File: config.mk
export PLATFORM = sky130hd
export DESIGN_NAME = music_box_ctrl
export DESIGN_NICKNAME = d
export VERILOG_FILES = /design/src/rtl/music_pkg.sv /design/src/rtl/beat_divider.sv /design/src/rtl/music_box_ctrl.sv
export SDC_FILE = /design/constraint.sdc
export NUM_CORES = 1
export LEC_CHECK = 0
export BUFFER_PORTS_ARGS = -buffer_cell sky130_fd_sc_hd__buf_2
export CORE_MARGIN = 2
export CORE_UTILIZATION = 47
export DETAILED_ROUTE_END_ITERATION = 8
export GPL_ROUTABILITY_DRIVEN = 0
export GPL_TIMING_DRIVEN = 0
export PLACE_DENSITY = 0.78
export SLEW_MARGIN = 20
export SYNTH_ARGS = -nofsm -noshare
export SYNTH_HDL_FRONTEND = slang
export SYNTH_SLANG_ARGS = --single-unit
File: constraint.sdc
create_clock -name clk -period 3.4 [get_ports clk]
set_clock_uncertainty 0.05 [all_clocks]
set_input_delay 0.34 -clock clk [delete_from_list [all_inputs] [get_ports clk]]
set_output_delay 0.34 -clock clk [all_outputs]
set_load 0.05 [all_outputs]
File: src/rtl/music_pkg.sv
// ============================================================================
//  Module      : music_pkg
//  Description : Shared types and constants for the music box playback
//                controller: FSM state encoding, silence code, datapath
//                widths and the divider terminal-count helper.
//  Revision    : 1.0 - initial release
// ============================================================================
`default_nettype none

package music_pkg;

    localparam int FREQ_W = 32;
    localparam int DIV_W  = 32;
    localparam int BEAT_W = 8;
    localparam int SONG_W = 2;
    localparam int HOLD_W = 8;

    localparam logic [FREQ_W-1:0] SILENCE = 32'd0;

    typedef enum logic [1:0] {
        ST_STOP  = 2'd0,
        ST_PLAY  = 2'd1,
        ST_PAUSE = 2'd2
    } state_t;

    // Terminal count of the beat divider; divisors below 2 behave as 2.
    function automatic logic [DIV_W-1:0] last_count(input logic [DIV_W-1:0] div);
        return (div < DIV_W'(2)) ? DIV_W'(1) : (div - DIV_W'(1));
    endfunction

endpackage

`default_nettype wire

File: src/rtl/beat_divider.sv
// ============================================================================
//  Module      : beat_divider
//  Description : Beat clock divider. Counts clk cycles 0..D-1 while run is
//                high and pulses tick while the count sits at D-1. The tick
//                flag is precomputed one edge early so it comes straight
//                from flops; it is gated with run so a count frozen at D-1
//                during pause only ticks once playback resumes.
//  Revision    : 1.0 - initial release
// ============================================================================
`default_nettype none

module beat_divider
    import music_pkg::*;
(
    input  logic             clk,
    input  logic             reset,
    input  logic             run,
    input  logic             clear,
    input  logic [DIV_W-1:0] div,
    output logic             tick
);

    logic [DIV_W-1:0] count;
    logic [DIV_W-1:0] last;
    logic             at_last;

    assign last = last_count(div);

    // Beat counter: wrap after the terminal cycle, otherwise advance and flag
    // when the next value reaches (or, after a shrink, overshoots) the end.
    always_ff @(posedge clk) begin
        if (reset || clear) begin
            count   <= '0;
            at_last <= 1'b0;
        end else if (run) begin
            if (at_last) begin
                count   <= '0;
                at_last <= 1'b0;
            end else begin
                count   <= count + DIV_W'(1);
                at_last <= ((count + DIV_W'(1)) >= last);
            end
        end
    end

    assign tick = at_last & run;

endmodule

`default_nettype wire

File: src/rtl/music_box_ctrl.sv
// ============================================================================
//  Module      : music_box_ctrl
//  Description : Music box playback controller. Play/pause/stop FSM, beat
//                index sequencing, song latch, and arbitration of the stereo
//                tone output between the ROM and the live keyboard (keyboard
//                first, followed by a short silent holdoff after release).
//  Config      : MUSIC_BOX_LOOP_EN - when defined the song wraps to beat 0
//                and keeps playing; otherwise the last beat stops playback.
//  Revision    : 1.0 - initial release
// ============================================================================
`default_nettype none

module music_box_ctrl
    import music_pkg::*;
#(
    parameter int SONG_LEN    = 128,
    parameter int KEY_HOLDOFF = 4
) (
    input  logic              clk,
    input  logic              reset,
    input  logic [DIV_W-1:0]  beat_div,
    input  logic              play_btn,
    input  logic              stop_btn,
    input  logic [SONG_W-1:0] song_sel,
    input  logic              key_valid,
    input  logic [FREQ_W-1:0] key_freq,
    input  logic [FREQ_W-1:0] box_freq,
    input  logic [FREQ_W-1:0] box_left_freq,
    output logic [BEAT_W-1:0] ibeat,
    output logic [SONG_W-1:0] song_id,
    output logic [FREQ_W-1:0] tone_right,
    output logic [FREQ_W-1:0] tone_left,
    output logic              playing,
    output logic              paused,
    output logic              beat_tick
);

`ifdef MUSIC_BOX_LOOP_EN
    localparam bit LOOP_EN = 1'b1;
`else
    localparam bit LOOP_EN = 1'b0;
`endif

    localparam logic [BEAT_W-1:0] LAST_BEAT = BEAT_W'(SONG_LEN - 1);
    localparam logic [HOLD_W-1:0] HOLD_LOAD = HOLD_W'(KEY_HOLDOFF);

    state_t            state;
    state_t            state_nxt;
    logic              tick;
    logic              div_clear;
    logic              song_end;
    logic              key_prev;
    logic              key_release;
    logic [HOLD_W-1:0] holdoff;

    // Divider is held at zero while stopped so a fresh play starts a full beat.
    assign div_clear   = stop_btn || (state == ST_STOP);
    assign song_end    = tick && (ibeat == LAST_BEAT);
    assign key_release = key_prev && !key_valid;

    beat_divider u_beat_divider (
        .clk   (clk),
        .reset (reset),
        .run   (state == ST_PLAY),
        .clear (div_clear),
        .div   (beat_div),
        .tick  (tick)
    );

    // FSM state register.
    always_ff @(posedge clk) begin
        if (reset) state <= ST_STOP;
        else       state <= state_nxt;
    end

    // FSM next state: stop dominates; the final beat ends playback unless looping.
    always_comb begin
        state_nxt = state;
        if (stop_btn) begin
            state_nxt = ST_STOP;
        end else begin
            case (state)
                ST_STOP:  if (play_btn) state_nxt = ST_PLAY;
                ST_PLAY: begin
                    if (song_end && !LOOP_EN) state_nxt = ST_STOP;
                    else if (play_btn)        state_nxt = ST_PAUSE;
                end
                ST_PAUSE: if (play_btn) state_nxt = ST_PLAY;
                default:  state_nxt = ST_STOP;
            endcase
        end
    end

    // Beat index: zero while stopped, advance on each beat, wrap after the last.
    always_ff @(posedge clk) begin
        if (reset || stop_btn || (state == ST_STOP)) begin
            ibeat <= '0;
        end else if (tick) begin
            ibeat <= (ibeat == LAST_BEAT) ? '0 : (ibeat + BEAT_W'(1));
        end
    end

    // Song selection is captured only when playback starts from stop.
    always_ff @(posedge clk) begin
        if (reset) begin
            song_id <= '0;
        end else if ((state == ST_STOP) && play_btn && !stop_btn) begin
            song_id <= song_sel;
        end
    end

    // Keyboard release holdoff, counted down in beats.
    always_ff @(posedge clk) begin
        if (reset) begin
            key_prev <= 1'b0;
            holdoff  <= '0;
        end else begin
            key_prev <= key_valid;
            if (stop_btn)                       holdoff <= '0;
            else if (key_release)               holdoff <= HOLD_LOAD;
            else if (tick && (holdoff != '0))   holdoff <= holdoff - HOLD_W'(1);
        end
    end

    // Output tone mux; the release cycle itself already counts as silent.
    always_ff @(posedge clk) begin
        if (reset) begin
            tone_right <= SILENCE;
            tone_left  <= SILENCE;
        end else if (key_valid) begin
            tone_right <= key_freq;
            tone_left  <= key_freq;
        end else if (key_release || (holdoff != '0) || (state != ST_PLAY)) begin
            tone_right <= SILENCE;
            tone_left  <= SILENCE;
        end else begin
            tone_right <= box_freq;
            tone_left  <= box_left_freq;
        end
    end

    assign playing   = (state == ST_PLAY);
    assign paused    = (state == ST_PAUSE);
    assign beat_tick = tick;

endmodule

`default_nettype wire
==> results of run 1 <==
## worst max-delay path by stage
stage                                                     from                                  end  slack (ps)  cells past startpoint
after global placement                             beat_div[0]  u_beat_divider.at_last$_SDFFE_PP0P_        -550                     14
final                                             beat_div[22]  u_beat_divider.at_last$_SDFFE_PP0P_         100                     14
after floorplan                                   beat_div[23]  u_beat_divider.at_last$_SDFFE_PP0P_          60                     13
after CTS                 u_beat_divider.count[5]$_SDFFE_PP0P_  u_beat_divider.at_last$_SDFFE_PP0P_          60                     11
after detailed placement                           beat_div[0]  u_beat_divider.at_last$_SDFFE_PP0P_        -570                     14
after global routing                              beat_div[22]  u_beat_divider.at_last$_SDFFE_PP0P_          -1                     14
## final cells by class
class                           instances  area [µm²]
Multi-Input combinational cell        665        4070
Tap cell                              180         225
Sequential cell                       118        2360
Buffer                                 49         234
Timing Repair Buffer                  213        1090
Clock inverter                         14         131
Inverter                               13        48.8
Fill cell                            1272        5240
Clock buffer                           17         425
## cells in the mapped netlist (4+ instances only)
cell      count
nand4_1      19
ha_1         37
o21ai_0      22
buf_1         4
a22oi_1       6
buf_2        15
nand3_1      34
or3_1         6
nand2_1     177
clkbuf_1     28
mux2i_1      10
nor3b_1       6
or4_1        12
dfxtp_1     118
nand2_2       5
nor4_1       18
o31ai_1       7
a31oi_1      14
nor2b_1       6
and4_1        7
xor2_1       29
xnor2_1      35
nor3_1       19
and3_1        8
inv_1        13
nor2_1       50
a21oi_1      88
## placed cells by master, fill, tap and decap left out, drive strengths merged, types with 7 or more instances in the layout
master,n
nand3,34
xor2,29
buf,234
or4,14
nand4,19
clkinv,8
ha,37
a21oi,88
o21ai,25
inv,14
a31oi,15
mux2i,10
dfxtp,118
nand2,182
and3,9
nor2,50
xnor2,35
nor4,20
and4,7
nor3,19
clkbuf,45
o31ai,7
## per-layer routing
metal	global-route usage (%)	part of all wire [%]	routed length, µm	vias up
li1	-	-	-	3452
met1	28.1	40	7730	3052
met5	0	0	0	-
met3	6.51	6.8	1310	43
met4	11.7	3.6	693	0
met2	45.0	50	9600	251
## power groups by stage
| stage | Clock (µW) | Sequential [µW] | Combinational [µW] |
|---|---|---|---|
| 2_1_floorplan | 0 | 1590 | 137 |
| 6_report | 1660 | 1430 | 445 |
| 3_3_place_gp | 0 | 1460 | 435 |
| 5_1_grt | 1740 | 1430 | 480 |
| 3_5_place_dp | 0 | 1460 | 438 |
| 4_1_cts | 1680 | 1430 | 442 |
## state kept, by name (all words and copies together) (netlist names)
signal,flops
holdoff,8
ibeat,8
key_prev,1
song_id,2
state,2
tone_left,32
tone_right,32
u_beat_divider.at_last,1
u_beat_divider.count,32
## logic make-up after synthesis
group / synth area share [%]
simple gates: 28.7
compound gates: 14.1
flops: 35.7
xor+xnor: 8.46
buf+inv: 4.19
fa+ha+maj: 6.99
mux: 1.85
## through the flow
stage | setup TNS [ps] | area, µm² | setup slack, ps | hold slack [ps]
after floorplan | 0 | 6620 | 62.6 | 369
after global placement | -551 | 7900 | -551 | 423
after detailed placement | -573 | 7900 | -573 | 433
after CTS | 0 | 8460 | 57.7 | 77.1
after global routing | -1.46 | 8580 | -1.46 | 95.7
final | 0 | 8580 | 98.3 | 89.7
## what timing repair did
| item | 4_1_cts | 5_1_grt |
|---|---|---|
| setup endpoints to repair | 1 | 1 |
| setup buffers | 0 | 4 |
| resized for setup | 1 | 18 |
| pin swaps | 0 | 4 |
| endpoints found under the hold margin | 0 | 0 |
## critical path: stages
cell and delay, ps:
buf_2 120, or4_4 570, nor4_4 360, nand2_2 90
or4_4 550, buf_6 150, buf_6 140, nand2_2 70
ha_4 200, a211oi_2 200, nor2_1 80, a2111oi_2 320
a31oi_1 130, a41o_1 220
==> summary.txt, run 1 <==
Power
  – Pwr per Cell Area: just over 400 nW/µm²
  – Logic gate share of total power: roughly an eighth
  – PnR Total Power: 3530 µW
  – Switching share of power: 27.4%
  – P_leak: 0.00374 µW
  – Worst VDD drop: 0.000306 V
  – Flop pwr share: 40.5%
  – Pint: ~2600 µW
  – P_sw: between 900 and 1000 µW
  – Clock share of power: 46.9%

Worst setup path
  – Flop-to-flop setup slack: 170 ps
  – CP Launch Type: input port
  – WP data required: ~3600 ps
  – CP arrival: 3540 ps
  – Crit-path max FO: 10
  – Worst flop-to-flop path startpoint: u_beat_divider.count[5]$_SDFFE_PP0P_
  – Worst reg2reg path endpoint: u_beat_divider.at_last$_SDFFE_PP0P_
  – Kind of critical path: in2reg
  – CP Capture Type: flop
  – Cell count of the worst reg-to-reg path: 12

Layout
  – Nets: 1,249
  – Layout cells sized above 1: between 20% and 30%
  – Final core occ: 62.1%
  – Synth-to-Final Area Change: 29.6%
  – ANT cells: 0
  – Finished Layout Cells: 1,269

Global routing
  – Initial antenna violation count: 0
  – Grt ovf: 0
  – First-pass GRT wire length: 30,000 µm
  – Vias in the first global route: 6,260
  – GRT Resource Usage Total: between 20 and 30%
  – Pin count of the biggest net entering global routing: 17

Drt
  – Post-route DRC: 0
  – Via count: 6,798
  – DR pass1 iterations: 5
  – DR iter-0 viols: roughly 320
  – Routed Antenna Nets: 0
  – Vias per cell: 5.36
  – WL/cell: 15.2 µm
  – WL final: a little under 20,000 µm

Die
  – Initial Utilization: 47.9%
  – Core outline area: 13,800 µm²
  – Number of cell rows: 43
  – Die width: 123 µm
  – Die Span Y: 123 µm
  – Die area: around 15,000 µm²
  – # IOs: between 200 and 250

Yosys
  – Post-synth top flop: dfxtp_1
  – Mapped Cells: roughly 850
  – Syn Nets: 1,018
  – Synth top area cells: dfxtp_1 36%, nand2_1 10%, ha_1 7.0%
  – FF+latch count, synth: 118
  – Synthesized area: 6620 µm²
  – Synth area leader: dfxtp_1
  – Yosys top cell area share: 35.7%
  – Fraction of registers with async set/reset: 0%
  – Post-synth EDFFs: 0
  – Register area share after synthesis: around 36%
  – Number of synthesis warnings: 0
  – Synth Area per Inst: 7.83 µm²
  – Synth cell types: 55

Clock network
  – Worst skew pair latency: 410 ps
  – Hold buffer count at cts: 0
  – Clock root cell: clkbuf_16
  – Clock Path Buffers: 2
  – Inserted Clock Buffers: 17
  – H-tree levels: 4
  – Sink Count: 118
  – CTS tree: built
  – Clk slew on worst S/H paths: roughly 60 ps

Job
  – Maxcap violations: 0

STA
  – Period utilization: between 90% and 100%
  – Maximum clock rate: 303 MHz
  – Slew Limit Fails: 0
  – Slew HR: 26.5%
  – Hold violation count in the final report: 0
  – Final setup vio count: 0
  – Tmin final: 3300 ps
  – Worst-margin pin slew: approximately 1100 ps

Min path
  – Hold Startpoint: stop_btn
  – Worst min path class: in2reg
  – WHS Endpoint: state[1]$_SDFFE_PP0P_
  – Worst hold stages: 2

Outcome
  – Status: completed

Placed design
  – Port Buffers: 209
  – Cells after DPL: 1,235
  – Detail Placement HPWL: roughly 15,000 µm
Power figures use the tool's default switching activity.
==> run 2, diff against run 1 <==
==> constraint.sdc (replaced) <==
create_clock -name clk -period 3.4 [get_ports clk]
set_clock_uncertainty 0.05 [all_clocks]
set_input_delay 0.51 -clock clk [delete_from_list [all_inputs] [get_ports clk]]
set_output_delay 0.51 -clock clk [all_outputs]
set_load 0.05 [all_outputs]
==> summary.txt, run 2 (synthesis results as in run 1) <==
Global routing
  – Vias in the first global route: 6,392 (+2.1%)
  – GRT Resource Usage Total: 25.6% (+0.31 points)
  – Initial antenna violation count: 0 (unchanged)
  – First-pass GRT wire length: 30,400 µm (+1.3%)
  – Pin count of the biggest net entering global routing: 17 (unchanged)
  – Grt ovf: 0 (unchanged)

Drt
  – DR pass1 iterations: 6 (+1)
  – WL/cell: 15.1 µm (-0.58%)
  – Vias per cell: 5.32 (-0.64%)
  – Via count: 6,760 (-0.56%)
  – Routed Antenna Nets: 0 (unchanged)
  – DR iter-0 viols: 334 (+3.1%)
  – WL final: 19,200 µm (-0.50%)
  – Post-route DRC: 0 (unchanged)

Layout
  – Final std cell area, no fill: 8600 µm² (+0.15%)
  – Commonest non-fill, non-tap cell in the layout: buf_2
  – Synth-to-Final Area Change: 29.8%
  – Most frequent cells in the layout: 222 x buf_2, 177 x nand2_1, 118 x dfxtp_1
  – Layout cells sized above 1: 27.2% (-0.21 points)
  – ANT cells: 0 (unchanged)
  – Biggest regs: tone_left x32, tone_right x32, u_beat_divider.count x32
  – Finished Layout Cells: 1,270 (+0.079%)
  – Nets: 1,249 (unchanged)

STA
  – Maximum clock rate: 305 MHz (+0.74%)
  – Hold violation count in the final report: 0 (unchanged)
  – Post-route setup TNS: 0 ps (unchanged)
  – PnR worst setup slack: 123 ps (+24.3 ps)
  – Slew HR: 24.2% (-2.3 points)
  – Slew Limit Fails: 0 (unchanged)
  – Worst-margin pin slew: 1130 ps (+34.5 ps)
  – Final setup vio count: 0 (unchanged)
  – Period utilization: 96.4% (-0.71 points)
  – Tmin final: 3280 ps (-24.3 ps)

Job
  – Maxcap violations: 0 (unchanged)

Die
  – Die Span Y: 123 µm (unchanged)
  – Number of cell rows: 43 (unchanged)
  – Core outline area: 13,800 µm² (unchanged)
  – Die area: 15,100 µm² (unchanged)
  – Die width: 123 µm (unchanged)
  – Initial Utilization: 47.9% (unchanged)
  – # IOs: 212 (unchanged)

Placed design
  – Cells after DPL: 1,235 (unchanged)
  – DP Area: 7910 µm² (+0.14%)
  – Port Buffers: 209 (unchanged)
  – Placement Setup Slack: -631 ps (-58.1 ps)
  – Detail Placement HPWL: 14,900 µm (-0.29%)

Clock network
  – CTS tree: built
  – Inserted Clock Buffers: 17 (unchanged)
  – Clk slew on worst S/H paths: 60 ps (about the same)
  – Sink Count: 118 (unchanged)
  – Clock Path Buffers: 2 (unchanged)
  – Clock root cell: clkbuf_16
  – H-tree levels: 4 (unchanged)
  – Worst skew pair latency: 400 ps (about the same)
  – Hold buffer count at cts: 0 (unchanged)

Power
  – Worst VDD drop: 0.000307 V (+0.13%)
  – Flop pwr share: 39.2% (-1.3 points)
  – Logic gate share of total power: 12.2% (-0.4 points)
  – Pint: 2660 µW (+3.5%)
  – Clock share of power: 48.6% (+1.7 points)
  – P_leak: 0.00376 µW (+0.48%)
  – P_sw: 994 µW (+2.8%)
  – Switching share of power: 27.2% (-0.13 points)
  – Pwr per Cell Area: 425 nW/µm² (+3.1%)

Worst setup path
  – WP data required: 3640 ps (about the same)
  – Cell family with most CP delay: simple AND/OR/NAND/NOR gates
  – CP Capture Type: flop
  – Delay of the slowest cell on the worst path: 570 ps (about the same)
  – Crit path cell chain: buf_2 -> or4_4 -> or2_1 -> or4_1 -> buf_6 -> buf_6 -> nand2_1 -> ha_1 -> nand4_1 -> nor2_1 -> a2111oi_1 -> a31oi_1 -> a41o_1
  – Slowest CP cell: or4_4
  – CP Launch Type: input port
  – Kind of critical path: in2reg
  – Crit-path most repeated cell: buf_6
  – Flop-to-flop setup slack: 140 ps (-30 ps)
  – Buf+Inv Stages, Crit Path: 3 (unchanged)
  – CP arrival: 3520 ps (-20 ps)
  – Crit-path max FO: 10 (unchanged)

Min path
  – Worst min path class: in2reg

Outcome
  – Status: completed
[run 2: cell types whose count changed in the layout (fill, tap and decap cells not counted), sizes merged]
cell	delta
clkinvlp	-1
clkinv	-4
inv	+5
clkbuf	+1
buf	-1
bufinv	+1
[run 2: stage by stage]
stage	hold WS, ps	total power [µW]	utilization, %
2_1_floorplan	420	1730	-
5_1_grt	263	3780	62.2
3_5_place_dp	431	1900	57.2
6_report	269	3650	62.2
4_1_cts	257	3660	61.5
3_3_place_gp	424	1890	57.2
[run 2: power groups by stage]
stage / Combinational, µW / Clock, µW / Sequential, µW
after floorplan: 137 / 0 / 1590
after global placement: 434 / 0 / 1460
after detailed placement: 437 / 0 / 1460
after CTS: 442 / 1790 / 1430
after global routing: 480 / 1860 / 1430
final: 444 / 1770 / 1430
[run 2: final cells by class]
cell class / instances / area, µm²
plain buffers: 50 / 240
clock buffers: 17 / 425
clock inverters: 15 / 166
fillers: 1277 / 5230
inverters: 13 / 48.8
multi-input cells: 665 / 4060
flip-flops and latches: 118 / 2360
well taps: 180 / 225
repair buffers: 212 / 1070
[run 2: repair_timing]
action / in CTS / in global routing
pin swaps: 0 / 3
resized for setup: 1 / 17
setup buffers: 0 / 3
setup endpoints to repair: 1 / 1
[run 2: worst paths after layout]
check / start / end / cells past startpoint
worst max register to register: u_beat_divider.count[16]$_SDFFE_PP0P_ / u_beat_divider.at_last$_SDFFE_PP0P_ / 13
worst min-delay path: stop_btn / state[1]$_SDFFE_PP0P_ / 2
worst min register to register: song_id[1]$_SDFFE_PP0P_ / song_id[1]$_SDFFE_PP0P_ / 2
worst max-delay path: beat_div[17] / u_beat_divider.at_last$_SDFFE_PP0P_ / 13
[run 2: routing by layer]
layer	up-vias	wire length, µm	track usage, %
met5	-	0	0
met4	0	531	9.70
met3	31	1210	6.51
met2	217	9680	46.4
met1	3074	7810	28.6
li1	3438	-	-
==> run 3, diff against run 2 <==
Settings changed: CORE_UTILIZATION 47 to 56, PLACE_DENSITY 0.78 to 0.9.
Clock period 3.4 ns to 4.1 ns, I/O delays scaled along.
==> summary.txt, run 3 (synthesis results as in run 1) <==
Placed design
  – Port Buffers: 209 (unchanged)
  – Placement Setup Slack: -151 ps (+480 ps)
  – Cells after DPL: 1,198 (-3.0%)
  – Detail Placement HPWL: 14,600 µm (-1.8%)

Global routing
  – First-pass GRT wire length: 30,800 µm (+1.2%)
  – Pin count of the biggest net entering global routing: 17 (unchanged)
  – Initial antenna violation count: 1 (+1)
  – Vias in the first global route: 6,468 (+1.2%)
  – Grt ovf: 0 (unchanged)
  – GRT Resource Usage Total: 29.9% (+4.2 points)

Die
  – Die width: 113 µm (-8.1%)
  – Initial Utilization: 57.8% (+9.9 points)
  – Die area: 12,700 µm² (-16%)
  – Core outline area: 11,500 µm² (-17%)
  – Die Span Y: 113 µm (-8.1%)
  – # IOs: 212 (unchanged)
  – Number of cell rows: 39 (-9.3%)

STA
  – Worst-margin pin slew: 1040 ps (-91.1 ps)
  – PnR worst setup slack: 213 ps (+90.0 ps)
  – Slew HR: 30.3% (+6.1 points)
  – Unrepaired setup endpoints after global routing: no
  – Period utilization: a little over nine tenths
  – Maximum clock rate: 257 MHz
  – Tmin final: just under 4000 ps
  – Final setup vio count: 0 (unchanged)
  – Slew Limit Fails: 0 (unchanged)
  – Hold slack: 378 ps (+109 ps)
  – Hold violation count in the final report: 0 (unchanged)

Power
  – Flop pwr share: 37.9% (-1.3 points)
  – P_sw: 760 µW (-24%)
  – Clock share of power: 50.3% (+1.7 points)
  – Pint: 2370 µW (-11%)
  – Worst VDD drop: 0.000275 V (-10%)
  – Pwr per Cell Area: 369 nW/µm² (-13%)
  – P_leak: 0.00375 µW (-0.30%)
  – Logic gate share of total power: 11.7% (-0.5 points)
  – Switching share of power: 24.3% (-3.0 points)

Layout
  – Synth-to-Final Area Change: 28.1%
  – Fill cells: 858 (-33%)
  – Finished Layout Cells: 1,230 (-3.1%)
  – Layout cells sized above 1: 25.5% (-1.6 points)
  – Biggest regs: tone_left x32, tone_right x32, u_beat_divider.count x32
  – Commonest non-fill, non-tap cell in the layout: buf_2
  – Nets: 1,246 (-0.24%)
  – Storage element area: 2360 µm² (unchanged)
  – Area of the multi-input gates: 3980 µm² (-1.8%)
  – Most frequent cells in the layout: 224 x buf_2, 177 x nand2_1, 118 x dfxtp_1

Clock network
  – Sink Count: 118 (unchanged)
  – Worst skew pair latency: 410 ps (about the same)
  – Clock Path Buffers: 2 (unchanged)
  – Setup Buffers After CTS: 0 (unchanged)
  – CTS tree: built
  – PostCTS Resize Cnt: 0 (-1)
  – Clk slew on worst S/H paths: 60 ps (about the same)
  – Hold buffer count at cts: 0 (unchanged)
  – H-tree levels: 4 (unchanged)
  – Inserted Clock Buffers: 17 (unchanged)
  – Clock root cell: clkbuf_16

Outcome
  – Status: completed

Drt
  – Post-route DRC: 0 (unchanged)
  – DR pass1 iterations: 5 (-1)
  – Vias per cell: 5.64 (+5.9%)
  – Routed Antenna Nets: 0 (unchanged)
  – Via count: 6,932 (+2.5%)
  – DR iter-0 viols: 418 (+25%)
  – WL final: 19,300 µm (+0.41%)
  – WL/cell: 15.7 µm (+3.7%)

Job
  – Maxcap violations: 0 (unchanged)

Worst setup path
  – Crit-path max FO: 8 (-2)
  – CP Capture Type: flop
  – CP arrival: 4140 ps (+620 ps)
  – Kind of critical path: in2reg
  – WP data required: 4350 ps (+710 ps)
  – CP Launch Type: input port

Min path
  – Worst min path class: in2reg
-- run 3: cell count changes in the layout (fill, tap and decap cells not counted), sizes merged --
cell,change
buf,-2
bufinv,+2
clkbuf,+5
clkinv,-2
clkinvlp,-1
diode,+1
inv,-6
-- run 3: worst paths after layout --
| kind | to | slack [ps] | startpoint | cells past startpoint |
|---|---|---|---|---|
| min reg2reg | u_beat_divider.count[31]$_SDFFE_PP0P_ | 450 | u_beat_divider.count[31]$_SDFFE_PP0P_ | 2 |
| min | state[1]$_SDFFE_PP0P_ | 380 | stop_btn | 2 |
| max reg2reg | u_beat_divider.at_last$_SDFFE_PP0P_ | 600 | u_beat_divider.count[2]$_SDFFE_PP0P_ | 11 |
| max | u_beat_divider.at_last$_SDFFE_PP0P_ | 210 | beat_div[0] | 14 |
-- run 3: worst max-delay path, stage by stage --
cell and delay [ps]:
buf_2 130, inv_1 50, ha_1 180, nor4b_1 710, nand4_1 450, nor4_1 410
xor2_1 210, nand2_1 80, ha_1 280, o21ai_0 160, nor2_1 60, a2111oi_0 410
a31oi_1 140, a41o_1 220
-- run 3: area by class of cell --
class	instances	share of cell area, %
Antenna cell	1	0.0295
Buffer	50	2.70
Clock buffer	23	5.75
Clock inverter	8	1.71
Inverter	13	0.575
Multi-Input combinational cell	665	47.0
Sequential cell	118	27.8
Tap cell	143	2.11
Timing Repair Buffer	209	12.3
-- run 3: per-layer routing --
metal / GRT usage, % / vias up / part of all wire [%]
met5: 0 / - / 0
met4: 12.5 / 0 / 3.8
met3: 7.50 / 45 / 7.5
met2: 53.4 / 321 / 50
met1: 33.9 / 3125 / 38
li1: - / 3441 / -
-- run 3: power groups by stage --
stage               Sequential [µW]  Clock, µW  Combinational [µW]
floorplan                      1320          0                 114
global placement               1210          0                 358
detailed placement             1210          0                 362
CTS                            1190       1590                 365
global route                   1190       1640                 395
finish                         1190       1580                 367
-- run 3: stage by stage --
stage / setup TNS [ps] / total power, µW / cell area (µm²) / util, %
3_3_place_gp: -68.5 / 1570 / 7850 / 68.4
3_5_place_dp: -151 / 1570 / 7850 / 68.4
5_1_grt: 0 / 3230 / 8480 / 74.0
2_1_floorplan: 0 / 1430 / 6620 / -
4_1_cts: 0 / 3140 / 8480 / 74.0
6_report: 0 / 3130 / 8480 / 74.0
